File: config.mk
export PLATFORM = sky130hd
export DESIGN_NAME = uart_tx_fifo
export DESIGN_NICKNAME = d
export VERILOG_FILES = /design/src/rtl/uart_tx_fifo.sv
export SDC_FILE = /design/constraint.sdc
export NUM_CORES = 1
export LEC_CHECK = 0
export ABC_CLOCK_PERIOD_IN_PS = 3150
export CORE_MARGIN = 5
export CORE_UTILIZATION = 50
export CTS_BUF_LIST = sky130_fd_sc_hd__clkbuf_8
export DETAILED_ROUTE_END_ITERATION = 12
export DONT_BUFFER_PORTS = 1
export GPL_ROUTABILITY_DRIVEN = 0
export PLACE_DENSITY = 0.74
export SYNTH_ARGS = -nofsm -noshare
export SYNTH_HDL_FRONTEND = slang
export SYNTH_SLANG_ARGS = --single-unit
File: constraint.sdc
create_clock -name clk -period 3.15 [get_ports clk]
set_input_delay 0.63 -clock clk [delete_from_list [all_inputs] [get_ports clk]]
set_output_delay 0.63 -clock clk [all_outputs]
set_load 0.005 [all_outputs]
File: src/rtl/uart_tx_fifo.sv
// Byte FIFO feeding a UART transmitter through a one-cycle send_en handshake.
// Define UART_TX_FIFO_GAP_EN to insert GAP_CYCLES idle cycles after every frame.
module uart_tx_fifo #(
  parameter int unsigned DEPTH      = 16,
  parameter int unsigned GAP_CYCLES = 8
) (
  input  logic                     clk,
  input  logic                     rst,
  input  logic                     wr_en,
  input  logic [7:0]               wr_data,
  output logic                     full,
  output logic                     empty,
  output logic [$clog2(DEPTH):0]   count,
  output logic                     overflow,
  output logic [7:0]               data_byte_tx,
  output logic                     send_en,
  input  logic                     tx_done,
  input  logic                     uart_state
);

  localparam int unsigned AW = $clog2(DEPTH);
  localparam int unsigned CW = AW + 1;

  if ((DEPTH < 2) || (DEPTH > 256) || ((DEPTH & (DEPTH - 1)) != 0) || (GAP_CYCLES == 0))
  begin : g_param_check
    $error("uart_tx_fifo: DEPTH must be a power of two in 2..256, GAP_CYCLES >= 1");
  end

`ifdef UART_TX_FIFO_GAP_EN
  localparam int unsigned GW = (GAP_CYCLES > 1) ? $clog2(GAP_CYCLES) : 1;
  typedef enum logic [1:0] {
    StIdle = 2'd0,
    StSend = 2'd1,
    StWait = 2'd2,
    StGap  = 2'd3
  } state_e;
  logic [GW-1:0] r_gap_cnt;
`else
  typedef enum logic [1:0] {
    StIdle = 2'd0,
    StSend = 2'd1,
    StWait = 2'd2
  } state_e;
`endif

  logic [7:0]    r_mem [DEPTH];
  logic [AW-1:0] r_wr_ptr;
  logic [AW-1:0] r_rd_ptr;
  logic [CW-1:0] r_count;
  logic          r_overflow;
  logic [7:0]    r_data;
  logic          r_send_en;
  state_e        r_state;

  logic w_full;
  logic w_empty;
  logic w_push;
  logic w_pop;

  // Outputs decode registers only; no input reaches an output combinationally.
  assign w_full       = (r_count == CW'(DEPTH));
  assign w_empty      = (r_count == '0);
  assign full         = w_full;
  assign empty        = w_empty;
  assign count        = r_count;
  assign overflow     = r_overflow;
  assign data_byte_tx = r_data;
  assign send_en      = r_send_en;

  // Fullness is judged before any same-cycle pop, so a write at count == DEPTH is dropped.
  assign w_push = wr_en && !w_full && !rst;
  assign w_pop  = (r_state == StIdle) && !w_empty && !uart_state;

  always_ff @(posedge clk) begin
    if (w_push) begin
      r_mem[r_wr_ptr] <= wr_data;
    end
  end

  always_ff @(posedge clk) begin
    if (rst) begin
      r_wr_ptr   <= '0;
      r_rd_ptr   <= '0;
      r_count    <= '0;
      r_overflow <= 1'b0;
    end else begin
      if (w_push) r_wr_ptr <= r_wr_ptr + 1'b1;
      if (w_pop)  r_rd_ptr <= r_rd_ptr + 1'b1;
      if (wr_en && w_full) r_overflow <= 1'b1;
      case ({w_push, w_pop})
        2'b10:   r_count <= r_count + 1'b1;
        2'b01:   r_count <= r_count - 1'b1;
        default: r_count <= r_count;
      endcase
    end
  end

  always_ff @(posedge clk) begin
    if (rst) begin
      r_state   <= StIdle;
      r_data    <= 8'h00;
      r_send_en <= 1'b0;
`ifdef UART_TX_FIFO_GAP_EN
      r_gap_cnt <= '0;
`endif
    end else begin
      r_send_en <= 1'b0;
      case (r_state)
        StIdle: begin
          if (w_pop) begin
            r_data    <= r_mem[r_rd_ptr];
            r_send_en <= 1'b1;
            r_state   <= StSend;
          end
        end
        StSend: r_state <= StWait;
        StWait: begin
          if (tx_done) begin
`ifdef UART_TX_FIFO_GAP_EN
            r_gap_cnt <= '0;
            r_state   <= StGap;
`else
            r_state   <= StIdle;
`endif
          end
        end
`ifdef UART_TX_FIFO_GAP_EN
        StGap: begin
          if (r_gap_cnt == GW'(GAP_CYCLES - 1)) begin
            r_state <= StIdle;
          end else begin
            r_gap_cnt <= r_gap_cnt + 1'b1;
          end
        end
`endif
        default: r_state <= StIdle;
      endcase
    end
  end

endmodule

==> impl_results.md <==
- Sequential fraction of the synthesis area: 0.711
- Core Rows: 40
- Die area: 14,500 µm²
- DR iter-0 viols: 361
- Filler cells: 920
- Most common cell after layout, fill and taps aside: edfxtp_1
- # IOs: 30
- Sequential Area: 4350 µm²
- CTS tree: done
- RR Startpoint: count[0]
- Power Density: 676 nW/µm²
- Commonest non-fill, non-tap cells in the layout: edfxtp_1, mux2i_1, nor2_1, dfxtp_1, buf_4
- GRT Util Overall: 0.170
- Max Slew Vio Count: 0
- CP startpoint: count[0]
- Num Clock Sinks: around 150
- Final clock skew: 9.76 ps
- Final setup TNS: 0 ps
- Vias in the first global route: 3,375
- CTS clk-pin slew, worst paths: 80 ps
- CTS max path bufs: 2
- Crit Path Category: reg2reg
- Critical Path RT: 3480 ps
- Async SR Flop Fraction: 0
- 1st-pass router iterations: 4
- Syn Nets: 404
- Root buffer cell: clkbuf_8
- Die H: 121 µm
- Worst slew pin tran: roughly 810 ps
- CP startpoint kind: register
- Area growth, synth to finish: 10.6%
- Achievable Freq: 0.354 GHz
- Number of synthesized flops with an enable pin: 128
- Netlist cell types: between 40 and 50
- H-tree Lvls: 4
- Endpoints failing hold: 0
- Average size of a mapped cell: 16.0 µm²
- Maxcap violations: 0
- Core area: 12,000 µm²
- Synth Cell Area: 6110 µm²
- Vias per inst: 5.86
- # DRC: 0
- Primary FF master, synth: edfxtp_1
- Register bit total from synthesis: 153
- Hold path startpoint: rst
- Ant. Diodes: 0
- CP Capture Type: register
- Peak VDD IR: slightly above 0.0004 V
- Initial Util: 0.508
- Antenna Violating Nets Remaining: 0
- Largest net degree at the start of global routing: 24
- Endpoints failing setup: 0
- Hold Path Class: in2reg
- Total number of vias: 3,295
- Status: complete, no violations
- Critical Path AT: between 3000 and 4000 ps
- GRT overflow: 0
- Post-cts hold buffer count: 0
- Min Tclk post-route: roughly 2800 ps
- Setup Fix Bufs, Post-CTS: 0
- Dpl hpwl: 7980 µm
- Area occupied by multi-input gates: ~1600 µm²
- Period utilization: 0.897
- Leak: between 2 and 2.5 nW
- Yosys synthesis warning count: 0
- Clock Latency Late Sink: 440 ps
- Initial antenna violation count: 0
- Nets@finish: 425
- Syn Inst Count: 381
- RSZ-0062 raised after global routing: no
- Post-CTS resize count: 0
- CP Max Fanout: 6
- Num CTS Buffers: 17
- Worst slack, placed: 376 ps
- Global-route wire length before repair: 18,300 µm
- Share of cells above drive strength 1: 0.159
- Port bufs: 0
- Die Wd: 121 µm
- Slew margin rel.: 0.461
- WL/cell: 21.0 µm
- Setup ws final: 324 ps
- Final WL: approximately 12,000 µm
## synthesized netlist by cell type (2+ instances only)
| library cell | number | share of area |
|---|---|---|
| mux2i_1 | 49 | 0.080 |
| a211oi_1 | 2 | 0.0025 |
| a21o_1 | 2 | 0.0025 |
| nor2b_1 | 3 | 0.0031 |
| xnor2_1 | 4 | 0.0057 |
| nand2b_1 | 2 | 0.0020 |
| and2_1 | 2 | 0.0020 |
| a22oi_1 | 2 | 0.0025 |
| mux4_2 | 10 | 0.037 |
| xor2_1 | 5 | 0.0072 |
| nor3_1 | 5 | 0.0041 |
| clkbuf_1 | 9 | 0.0055 |
| o22ai_1 | 22 | 0.023 |
| a21oi_1 | 11 | 0.0090 |
| o211ai_1 | 2 | 0.0025 |
| dfxtp_1 | 25 | 0.082 |
| edfxtp_1 | 128 | 0.63 |
| nand3b_1 | 2 | 0.0025 |
| nand3_1 | 3 | 0.0025 |
| o21ai_0 | 8 | 0.0066 |
| ha_1 | 9 | 0.018 |
| nor2_1 | 34 | 0.021 |
| a31oi_1 | 2 | 0.0020 |
| nand2_1 | 4 | 0.0025 |
| buf_1 | 2 | 0.0012 |
| a2111oi_0 | 5 | 0.0072 |
| buf_2 | 8 | 0.0066 |
| inv_1 | 6 | 0.0037 |
| or3b_1 | 2 | 0.0029 |
## final timing paths
path,to,slack [ps],cells past startpoint
min,r_wr_ptr[1],250,1
min reg2reg,overflow,510,2
max reg2reg,count[4],320,9
max,count[4],320,9
## sequential cells by signal, summed over array words and instances (netlist names)
name	cells
data_byte_tx	8
overflow	1
send_en	1
r_rd_ptr	4
count	5
r_wr_ptr	4
r_state	2
r_mem	128
## per-layer routing
metal | up-vias | share of wire | GRT usage
met5 | - | 0 | 0
met1 | 1640 | 0.43 | 0.222
li1 | 1527 | - | -
met2 | 110 | 0.49 | 0.275
met3 | 18 | 0.063 | 0.0416
met4 | 0 | 0.017 | 0.0708
## power breakdown
group	switching, mW	leakage (nW)	total (mW)	internal [mW]
registers	0.113	1.36	2.40	2.29
clock network	0.699	0.212	1.47	0.771
logic	0.392	0.617	0.694	0.301
total	1.20	2.19	4.56	3.36
## cell type report
type,instances,area share
sequential,153,0.644
multi-input combinational,200,0.241
clock buffer,17,0.0346
tap,147,0.0272
timing repair buffer,24,0.0267
clock inverter,15,0.0239
inverter,6,0.00334
## logic make-up after synthesis
kind of cell / count (synthesis) / synth area share
buffers and inverters: 28 / 0.0230
AO/OA/AOI/OAI: 60 / 0.0645
XOR/XNOR: 9 / 0.0129
multiplexers: 60 / 0.119
adder cells (fa/ha/maj): 10 / 0.0217
flip-flops: 153 / 0.711
AND/OR/NAND/NOR: 61 / 0.0473
## stage by stage
stage / hold WS (ps) / instances / instance area (µm²) / util / power [mW]
2_1_floorplan: 460 / 381 / 6110 / - / 2.94
3_3_place_gp: 493 / 530 / 6360 / 0.529 / 3.10
3_5_place_dp: 498 / 530 / 6360 / 0.529 / 3.14
4_1_cts: 230 / 562 / 6750 / 0.562 / 4.60
5_1_grt: 226 / 562 / 6750 / 0.562 / 4.76
6_report: 253 / 562 / 6750 / 0.562 / 4.56
## critical path, cell delays in order, from the launching register on
cell and delay (ps):
dfxtp_1 400, nor4_1 400, buf_4 200, a21boi_2 60, ha_1 270, fa_1 440, a21o_1 200, a21oi_1 180
mux2i_1 230, mux2_1 330
Note: power is estimated with default switching activity, not from simulation.
